===== config.mk =====
export PLATFORM = sky130hd
export DESIGN_NAME = prog_launcher_flat
export DESIGN_NICKNAME = d
export VERILOG_FILES = /design/src/rtl/prog_launcher_pkg.sv /design/src/rtl/prog_launcher_if.sv /design/src/rtl/prog_launcher_sat_counter.sv /design/src/rtl/prog_launcher.sv /design/src/flat_wrapper.sv
export SDC_FILE = /design/constraint.sdc
export NUM_CORES = 1
export LEC_CHECK = 0
export BUFFER_PORTS_ARGS = -buffer_cell sky130_fd_sc_hd__buf_2
export CAP_MARGIN = 20
export CORE_UTILIZATION = 51
export DETAILED_ROUTE_END_ITERATION = 8
export GPL_ROUTABILITY_DRIVEN = 0
export PLACE_DENSITY_LB_ADDON = 0.25
export REMOVE_ABC_BUFFERS = 1
export SLEW_MARGIN = 0
export SYNTH_ARGS = -nofsm -noshare
export SYNTH_HDL_FRONTEND = slang
export SYNTH_SLANG_ARGS = --single-unit
export TNS_END_PERCENT = 5

===== constraint.sdc =====
create_clock -name Clk -period 2.45 [get_ports Clk]
set_input_delay 0.1225 -clock Clk [delete_from_list [all_inputs] [get_ports Clk]]
set_output_delay 0.1225 -clock Clk [all_outputs]
set_load 0.01 [all_outputs]

===== src/rtl/prog_launcher_pkg.sv =====
// Shared types and parameter defaults for the program launcher.
// Holds the launcher state encoding and a small state-classification helper.
// Imported by the interface, the top and the bench-facing parameters.
package prog_launcher_pkg;

  localparam int CW_DEF      = 16;
  localparam int RST_CYC_DEF = 2;
  localparam int PW_DEF      = 2;

  typedef enum logic [2:0] {
    IDLE    = 3'd0,
    RST_DUT = 3'd1,
    START   = 3'd2,
    RUN     = 3'd3,
    RECORD  = 3'd4,
    DONE    = 3'd5,
    ERROR   = 3'd6
  } launchStateT;

  // A run is in flight from DUT reset through the result capture.
  function automatic logic isBusy(input launchStateT s);
    return (s == RST_DUT) || (s == START) || (s == RUN) || (s == RECORD);
  endfunction

endpackage


===== src/rtl/prog_launcher_if.sv =====
// Control/status bundle between a test controller and the program launcher.
// Latency: none, wires only.
// Backpressure: none; the launcher is a pure level/pulse protocol.
interface prog_launcher_if
  import prog_launcher_pkg::*;
#(
  parameter int CW = CW_DEF,
  parameter int PW = PW_DEF
);

  logic          Go;
  logic          Abort;
  logic [PW-1:0] NumProgs;
  logic [CW-1:0] TimeoutLimit;
  logic          DutAck;
  logic          DutReset;
  logic          DutStart;
  logic [PW-1:0] ProgIdx;
  logic          Busy;
  logic          ResultValid;
  logic [CW-1:0] LastCycles;
  logic [CW+PW-1:0] TotalCycles;
  logic          Done;
  logic          Error;

  // Controller side: issues launch/abort and returns the processor ack.
  modport master (
    output Go, Abort, NumProgs, TimeoutLimit, DutAck,
    input  DutReset, DutStart, ProgIdx, Busy, ResultValid,
           LastCycles, TotalCycles, Done, Error
  );

  // Launcher side.
  modport slave (
    input  Go, Abort, NumProgs, TimeoutLimit, DutAck,
    output DutReset, DutStart, ProgIdx, Busy, ResultValid,
           LastCycles, TotalCycles, Done, Error
  );

endinterface


===== src/rtl/prog_launcher_sat_counter.sv =====
// Saturating up-counter with synchronous clear; clear beats increment.
// Latency: value updates one cycle after Clr/Inc are sampled.
// Backpressure: none; holds at all-ones instead of wrapping.
module sat_counter #(
  parameter int W = 16
) (
  input  logic         Clk,
  input  logic         Reset,
  input  logic         Clr,
  input  logic         Inc,
  output logic [W-1:0] Q
);

  // Count register: clear, then saturating increment.
  always_ff @(posedge Clk) begin
    if (Reset) begin
      Q <= '0;
    end else if (Clr) begin
      Q <= '0;
    end else if (Inc && (Q != '1)) begin
      Q <= Q + W'(1);
    end
  end

endmodule


===== src/rtl/prog_launcher.sv =====
// Sequences a processor through reset, start and run for a list of programs, timing each one.
// Latency: all outputs registered; they follow the state they describe with no extra delay.
// Backpressure: none; Go is ignored while Busy, Abort forces IDLE on the next cycle.
module prog_launcher
  import prog_launcher_pkg::*;
#(
  parameter int CW      = CW_DEF,
  parameter int RST_CYC = RST_CYC_DEF,
  parameter int PW      = PW_DEF
) (
  input logic           Clk,
  input logic           Reset,
  prog_launcher_if.slave Bus
);

  // Wide enough to index 0..RST_CYC-1.
  localparam int RCW = (RST_CYC > 1) ? $clog2(RST_CYC) : 1;

  launchStateT state;
  launchStateT stateNxt;

  logic [RCW-1:0]   rstCnt;
  logic [CW-1:0]    cnt;
  logic [PW-1:0]    numProgsQ;
  logic [CW-1:0]    limitQ;
  logic [PW-1:0]    progIdxQ;
  logic [CW-1:0]    lastQ;
  logic [CW+PW-1:0] totalQ;
  logic [CW+PW:0]   sumWide;
  logic [CW+PW-1:0] totalSat;
  logic             launch;
  logic             dutResetQ;
  logic             dutStartQ;
  logic             busyQ;
  logic             resultValidQ;
  logic             doneQ;
  logic             errorQ;

  // State register.
  always_ff @(posedge Clk) begin
    if (Reset) begin
      state <= IDLE;
    end else begin
      state <= stateNxt;
    end
  end

  // Next-state decode; Abort overrides every other transition.
  always_comb begin
    stateNxt = state;
    case (state)
      IDLE, DONE, ERROR: begin
        if (Bus.Go) stateNxt = RST_DUT;
      end
      RST_DUT: begin
        if (rstCnt == RCW'(RST_CYC - 1)) stateNxt = START;
      end
      START: begin
        stateNxt = RUN;
      end
      RUN: begin
        // Ack on the limit cycle still counts as a completed program.
        if (Bus.DutAck) begin
          stateNxt = RECORD;
        end else if ((limitQ != '0) && (cnt == limitQ)) begin
          stateNxt = ERROR;
        end
      end
      RECORD: begin
        stateNxt = (progIdxQ == numProgsQ) ? DONE : START;
      end
      default: begin
        stateNxt = IDLE;
      end
    endcase
    if (Bus.Abort) stateNxt = IDLE;
  end

  // Launch detect and saturating accumulation of the finished program's cycles.
  always_comb begin
    launch   = ((state == IDLE) || (state == DONE) || (state == ERROR)) && (stateNxt == RST_DUT);
    sumWide  = {1'b0, totalQ} + {{(PW + 1){1'b0}}, cnt};
    totalSat = sumWide[CW+PW] ? '1 : sumWide[CW+PW-1:0];
  end

  // Cleared on the way into START so the first RUN cycle reads 1; held during RECORD.
  sat_counter #(
    .W(CW)
  ) uRunCnt (
    .Clk  (Clk),
    .Reset(Reset),
    .Clr  (stateNxt == START),
    .Inc  (stateNxt == RUN),
    .Q    (cnt)
  );

  // Output and datapath registers, all decoded from the next state so they line up with it.
  always_ff @(posedge Clk) begin
    if (Reset) begin
      rstCnt       <= '0;
      numProgsQ    <= '0;
      limitQ       <= '0;
      progIdxQ     <= '0;
      lastQ        <= '0;
      totalQ       <= '0;
      dutResetQ    <= 1'b1;
      dutStartQ    <= 1'b0;
      busyQ        <= 1'b0;
      resultValidQ <= 1'b0;
      doneQ        <= 1'b0;
      errorQ       <= 1'b0;
    end else begin
      dutResetQ    <= (stateNxt == IDLE) || (stateNxt == RST_DUT);
      dutStartQ    <= (stateNxt == START);
      busyQ        <= isBusy(stateNxt);
      resultValidQ <= (stateNxt == RECORD);
      doneQ        <= (stateNxt == DONE);
      errorQ       <= (stateNxt == ERROR);

      if (launch) begin
        rstCnt    <= '0;
        numProgsQ <= Bus.NumProgs;
        limitQ    <= Bus.TimeoutLimit;
        progIdxQ  <= '0;
        totalQ    <= '0;
      end else if (state == RST_DUT) begin
        rstCnt <= rstCnt + RCW'(1);
      end

      if (stateNxt == RECORD) begin
        lastQ  <= cnt;
        totalQ <= totalSat;
      end

      // The next program reuses the running processor; no re-reset.
      if ((state == RECORD) && (stateNxt == START)) begin
        progIdxQ <= progIdxQ + PW'(1);
      end
    end
  end

  assign Bus.DutReset    = dutResetQ;
  assign Bus.DutStart    = dutStartQ;
  assign Bus.ProgIdx     = progIdxQ;
  assign Bus.Busy        = busyQ;
  assign Bus.ResultValid = resultValidQ;
  assign Bus.LastCycles  = lastQ;
  assign Bus.TotalCycles = totalQ;
  assign Bus.Done        = doneQ;
  assign Bus.Error       = errorQ;

endmodule


===== src/flat_wrapper.sv =====
// flat-port wrapper written by rule: the top's interface ports become plain ports
module prog_launcher_flat import prog_launcher_pkg::*;
#(
  parameter int CW      = CW_DEF,
  parameter int RST_CYC = RST_CYC_DEF,
  parameter int PW      = PW_DEF
)
  (Clk, Reset, Bus_Go, Bus_Abort, Bus_NumProgs, Bus_TimeoutLimit, Bus_DutAck, Bus_DutReset, Bus_DutStart, Bus_ProgIdx, Bus_Busy, Bus_ResultValid, Bus_LastCycles, Bus_TotalCycles, Bus_Done, Bus_Error);
  prog_launcher_if #(.CW(CW), .PW(PW)) Bus_i ();
  input logic Clk;
  input logic Reset;
  input wire logic [$bits(Bus_i.Go)-1:0] Bus_Go;
  input wire logic [$bits(Bus_i.Abort)-1:0] Bus_Abort;
  input wire logic [$bits(Bus_i.NumProgs)-1:0] Bus_NumProgs;
  input wire logic [$bits(Bus_i.TimeoutLimit)-1:0] Bus_TimeoutLimit;
  input wire logic [$bits(Bus_i.DutAck)-1:0] Bus_DutAck;
  output wire logic [$bits(Bus_i.DutReset)-1:0] Bus_DutReset;
  output wire logic [$bits(Bus_i.DutStart)-1:0] Bus_DutStart;
  output wire logic [$bits(Bus_i.ProgIdx)-1:0] Bus_ProgIdx;
  output wire logic [$bits(Bus_i.Busy)-1:0] Bus_Busy;
  output wire logic [$bits(Bus_i.ResultValid)-1:0] Bus_ResultValid;
  output wire logic [$bits(Bus_i.LastCycles)-1:0] Bus_LastCycles;
  output wire logic [$bits(Bus_i.TotalCycles)-1:0] Bus_TotalCycles;
  output wire logic [$bits(Bus_i.Done)-1:0] Bus_Done;
  output wire logic [$bits(Bus_i.Error)-1:0] Bus_Error;
  assign Bus_i.Go = Bus_Go;
  assign Bus_i.Abort = Bus_Abort;
  assign Bus_i.NumProgs = Bus_NumProgs;
  assign Bus_i.TimeoutLimit = Bus_TimeoutLimit;
  assign Bus_i.DutAck = Bus_DutAck;
  assign Bus_DutReset = Bus_i.DutReset;
  assign Bus_DutStart = Bus_i.DutStart;
  assign Bus_ProgIdx = Bus_i.ProgIdx;
  assign Bus_Busy = Bus_i.Busy;
  assign Bus_ResultValid = Bus_i.ResultValid;
  assign Bus_LastCycles = Bus_i.LastCycles;
  assign Bus_TotalCycles = Bus_i.TotalCycles;
  assign Bus_Done = Bus_i.Done;
  assign Bus_Error = Bus_i.Error;
  prog_launcher #(.CW(CW), .RST_CYC(RST_CYC), .PW(PW)) u_core (.Clk(Clk), .Reset(Reset), .Bus(Bus_i));
endmodule

; ---- Word-level counts from Yosys, hierarchy flattened
; Index checks and enable logic that the tools add are counted.
[totals]
wordCells = 63
input_bits = 23
register_bits = 80
out_inout_bits = 42
[classes]
eq_ne = 15
muxes = 12
n_reduce_logical = 18
addsub = 4
[op_table]
columns = op, n
row1 = $mux 18, 3
row2 = $add 18x16->19, 1
row3 = $eq 3x3->1 const B, 6
row4 = $mux 3, 6
row5 = $add 16x1->16 const B, 1
row6 = $eq 16x16->1, 1
row7 = $ne 16x16->1 const B, 1
row8 = $reduce_bool 16->1, 1
row9 = $pmux 3 s5, 1
row10 = $eq 3x2->1 const B, 4
row11 = $eq 3x1->1 const B, 2
row12 = $logic_not 3->1, 2
row13 = $logic_or 1x1->1, 6
row14 = $logic_and 1x1->1, 4
row15 = $mux 2, 2
row16 = $reduce_bool 2->1, 2
row17 = $reduce_or 2->1, 2
row18 = $reduce_or 3->1, 1
row19 = $add 2x1->2 const B, 1
row20 = $eq 2x2->1, 1
row21 = $add 1x1->1 const B, 1

; ---- Longest topological paths before layout
[logic_depth]
word_depth = 10
depth_mapped = 12
depth_no_buf = 11

; ---- By module
; Synthesis repeated with hierarchy kept, for this count alone.
[unflattened]
hier_cells = 514
area_unflattened_um2 = 4503.1
[by_module_without_submodules]
columns = mod, cells_each, area_each_um2, instances, seq_area_each_um2
row1 = prog_launcher, 412, 3585.9, 1, 1281.2
row2 = sat_counter, 102, 917.1, 1, 320.3

; ---- Least setup slack after synthesis
; No wires, ideal clock.
[synth_timing]
path_type = flip-flop to flip-flop
from = reg u_core.uRunCnt.Q[0]
to = reg u_core.totalQ[1] (netlist: u_core.Bus.TotalCycles[1])
required_time_ns = 2.391
n_path_buf = 1
stages_incl_launch_ff = 13
period_less_slack_ns = 2.548
setup_time_ns = 0.059
arrival_time_ns = 2.489
path_slack_ns = -0.098
path_cell_list = dfxtp_1 ha_1 inv_1 fa_1 nor2b_1 o31a_1 o31ai_1 o311a_1 nor2_1 nand3_1 clkbuf_1 nand2_1 a22o_1
[synth_via]
elab_chain_cells = 9
word_cells_on_any_way = 13
classes_between = add/sub (1) / eq/ne (3) / mux (6) / reduce/logical (3)
[synth_lines]
columns = item, line_no
row1 = "start, declared", prog_launcher_sat_counter.sv:11  ; output logic [W-1:0] Q
row2 = "start signal, assigned", prog_launcher_sat_counter.sv:21  ; Q <= Q + W'(1);
row3 = $eq 16x16->1, prog_launcher.sv:65  ; end else if ((limitQ != '0) && (cnt == limitQ)) begin
row4 = $logic_and 1x1->1, prog_launcher.sv:65
row5 = $mux 3, prog_launcher.sv:65
row6 = $mux 3, prog_launcher.sv:63  ; if (Bus.DutAck) begin
row7 = $pmux 3 s5, prog_launcher.sv:51  ; case (state)
row8 = $mux 3, prog_launcher.sv:76  ; if (Bus.Abort) stateNxt = IDLE;
row9 = $eq 3x1->1, prog_launcher.sv:81  ; launch = ((state == IDLE) || (state == DONE) || (state == ERROR)) && (stateNxt == RST_DUT);
row10 = $logic_and 1x1->1, prog_launcher.sv:81
row11 = $reduce_bool 2->1 (no line), n/a
row12 = "end signal, assigned", prog_launcher.sv:132  ; totalQ <= totalSat;
row13 = "end, declared", prog_launcher.sv:28  ; logic [CW+PW-1:0] totalQ;
; Several ways; a longest one is shown, not always the timed one.
; A chain may end at the register's enable or synchronous reset.

; ---- Worst setup path after layout
[layout_timing]
from = reg u_core.uRunCnt.Q[0]
to = reg u_core.totalQ[3] (netlist: u_core.Bus.TotalCycles[3])
; The elaborated chain is that of the path after synthesis.

==> out/metrics.cfg <==
[critical_path]
endpoint = u_core.Bus.TotalCycles[3]$_SDFFE_PP0P_
cp_top_family = compound AO/OA/AOI/OAI gates
r2r-start = u_core.uRunCnt.Q[0]$_SDFFE_PP0P_
r2r_slack_ns = -0.07
cp_max_fo = 7
worst_r2r_endpoint = u_core.Bus.TotalCycles[3]$_SDFFE_PP0P_
crit_chain = ha_4 > inv_2 > fa_2 > nor2b_2 > o31a_1 > o31ai_4 > o311a_4 > nor2_4 > nand3_2 > buf_6 > o21ai_2 > a22o_1
slowest_delay_ns = 0.41
cp-end-kind = register
crit_buf_inv = 2
r2r_cells = 12
startpoint = u_core.uRunCnt.Q[0]$_SDFFE_PP0P_
cp_data_required_time_ns = 2.75
cp.depth = 12
cpMaxStageDelayCell = o311a_4
cp.arrival_ns = 2.81
path_class = reg -> reg
crit_path_start_kind = register

[grt]
grt_pass1_wl_um = 17900
first_global_vias = 3891
grtUsageTotal = 0.267
antenna_found_initial = 0
grt_max_degree = 35
grt_overflow = 0

[final_layout]
fin_area_um2 = 5620
nets = 641
antenna_cells = 0
multi_input_area_um2 = 2720
syn2layout_area_growth_pct = 34.0
drive_gt1_frac = 0.342
seq_area_um2 = 1630
instances_no_fill = 707
nFillCells = 614

[timing]
setup_viol = 16
rsz0062_at_grt = true
clock_skew_ns = 0.00684
min_period_ns = 2.52
finalCritPeriodShare = 1.03
fmax_mhz = 398
worst_slew_pin_slew_ns = 0.486
relSlewSlack = 0.675
setup_slack_ns = -0.0652
hold_viol = 0
slew_viol_final = 0

[die]
dieArea_um2 = 8590
rows = 32
die_h_um = 92.7
core_um2 = 7850
start_util = 0.535
io_pins = 65
die_x_um = 92.7

[synthesis]
yosysWarnings = 0
yosysTopAreaCell = dfxtp_1
syn_area_per_cell_um2 = 8.69
ys_seq_area_frac = 0.382
synth_enable_flop_cells = 0
synth_area_leaders = dfxtp_1, mux2i_1, nor2_1, ha_1, xor2_1
yosysTopAreaCellShare = 0.382
syn_inst = 483
synth_top_flop_cell = dfxtp_1
synth_seq_cells = 80
ys_types = 48
mappedNetlistArea_um2 = 4200
synthArstFlopShare = 0

[routing]
drtAntennaViolNets = 0
wl_met1_um = 5010
highest_layer = met4
met2_length_um = 5610
drt_iter0_drc = 188
drtPass1Iterations = 5
route.met3.wl_um = 660
wl_per_cell_um = 16.3
wl_um = 11500
dr_total_vias = 4063
vias_per_cell = 5.75
drc_errors = 0

[power]
intPower_w = 0.00191
switching_share = 0.246
vdd_drop_max_mv = 0.360
clkPwrFrac = 0.376
power_switching_w = 0.000623
p_leak_nw = 2.63
p_per_area_nw_per_um2 = 450
p_seq_frac = 0.530
comb_power_share = 0.094

[place]
dpl.cell_count = 683
io_buffers = 64
dp.final_hpwl_um = 8060
placed_cell_area_um2 = 5040

[min_path]
worst_hold_path_type = in -> reg

[clock_tree]
clkLatencyLatePin_ns = 0.35
clk_pin_slew_ns = 0.08
cts_buffer_depth = 2
root_buffer = clkbuf_8
clock-sinks = 80
cts_tree = built
cts-buffers-inserted = 9
htreeDepth = 3

[status]
violations = negative setup slack
status = finished with violations

[run]
drv_cap = 0

Yosys cell counts (all sizes together) (9+ instances only):
cell type and count:
a22o 15, nor2 63, nand3 15, nand2 31
nor3 9, a21oi 19, clkbuf 18, dfxtp 80
ha 17, nand4 10, buf 9, xor2 22
xnor2 18, o21ai 23, mux2i 36
layout make-up:
class                           count  share of cell area
Multi-Input combinational cell    368               0.484
Clock inverter                      6              0.0107
Tap cell                          102              0.0227
Timing Repair Buffer              133               0.164
Inverter                            8             0.00534
Sequential cell                    80               0.290
Clock buffer                       10              0.0227
sequential cells by signal (all words and copies together), names as in the netlist, 2 cells and up:
name	count
u_core.Bus.LastCycles	16
u_core.Bus.ProgIdx	2
u_core.Bus.TotalCycles	18
u_core.limitQ	16
u_core.numProgsQ	2
u_core.state	3
u_core.uRunCnt.Q	16
kinds of logic after synthesis:
kind of cell               synth area share
DFF                                   0.382
and+or+nand+nor                       0.218
adders and majority gates            0.0555
muxes                                0.0859
xor gates and xnor gates             0.0835
buffers and inverters                0.0340
AOI/OAI and AO/OA                     0.141
power groups by stage:
stage / Combinational, W / Clock (W) / Sequential (W)
finish: 0.000238 / 0.000951 / 0.00134
global route: 0.000257 / 0.00102 / 0.00134
CTS: 0.000223 / 0.000966 / 0.00134
detailed placement: 0.000208 / 0 / 0.00137
global placement: 0.000203 / 0 / 0.00137
floorplan: 0.000111 / 0 / 0.00137
routing by layer:
| layer | track usage | vias up |
|---|---|---|
| met1 | 0.327 | 1946 |
| met4 | 0.145 | 0 |
| met2 | 0.441 | 135 |
| met3 | 0.0501 | 29 |
| li1 | - | 1953 |
| met5 | 0 | - |
layout by cell type, fill, tap and decap left out, types with 5 or more instances in the layout:
master	instances
a21oi_1	17
a22o_1	15
and2_1	6
buf_12	5
buf_2	64
buf_4	57
clkbuf_8	9
dfxtp_1	64
dfxtp_2	12
ha_1	14
inv_1	7
mux2i_1	36
nand2_1	30
nand2b_1	5
nand3_1	14
nand4_1	10
nor2_1	61
nor2b_1	7
nor3_1	8
o21ai_0	21
or3_1	6
xnor2_1	18
xor2_1	18
worst register-to-register path, delay by kind of cell, from the launching register on:
| family | cells | cell delay, ns |
|---|---|---|
| AOI/OAI and AO/OA | 5 | 0.94 |
| adders and majority gates | 2 | 0.51 |
| and+or+nand+nor | 3 | 0.41 |
| DFF | 1 | 0.39 |
| buffers and inverters | 2 | 0.22 |
timing repair:
item	4_1_cts	5_1_grt
endpoints found under the setup margin	61	61
gates resized for setup	40	40
cloned	0	1
hold endpoints to repair	3	0
setup buffers	3	4
hold buffers	3	0
pin swaps	15	23
metrics by stage:
step	worst slack, ns	power (W)	hold slack, ns	TNS, ns	util
after CTS	-0.0519	0.00253	0.00000602	-0.198	0.692
after global routing	-0.139	0.00263	0.0145	-2.47	0.717
after floorplan	-1.89	0.00148	0.195	-62.31	-
after detailed placement	-0.328	0.00158	0.364	-5.87	0.643
final	-0.0652	0.00253	0.0126	-0.625	0.717
after global placement	-0.264	0.00157	0.353	-3.41	0.643
worst min path at each step:
stage / start / endpoint / slack (ns) / cells past startpoint
after floorplan: Reset / u_core.Bus.DutStart$_SDFF_PP0_ / 0.19 / 1
after global placement: Bus_TimeoutLimit[15] / u_core.limitQ[15]$_SDFFE_PP0P_ / 0.35 / 3
after detailed placement: Bus_TimeoutLimit[15] / u_core.limitQ[15]$_SDFFE_PP0P_ / 0.36 / 3
after CTS: Bus_NumProgs[0] / u_core.numProgsQ[0]$_SDFFE_PP0P_ / 0.000006 / 3
after global routing: Bus_TimeoutLimit[10] / u_core.limitQ[10]$_SDFFE_PP0P_ / 0.01 / 3
final: Bus_NumProgs[0] / u_core.numProgsQ[0]$_SDFFE_PP0P_ / 0.01 / 3
Note: power is estimated with default switching activity, not from simulation.
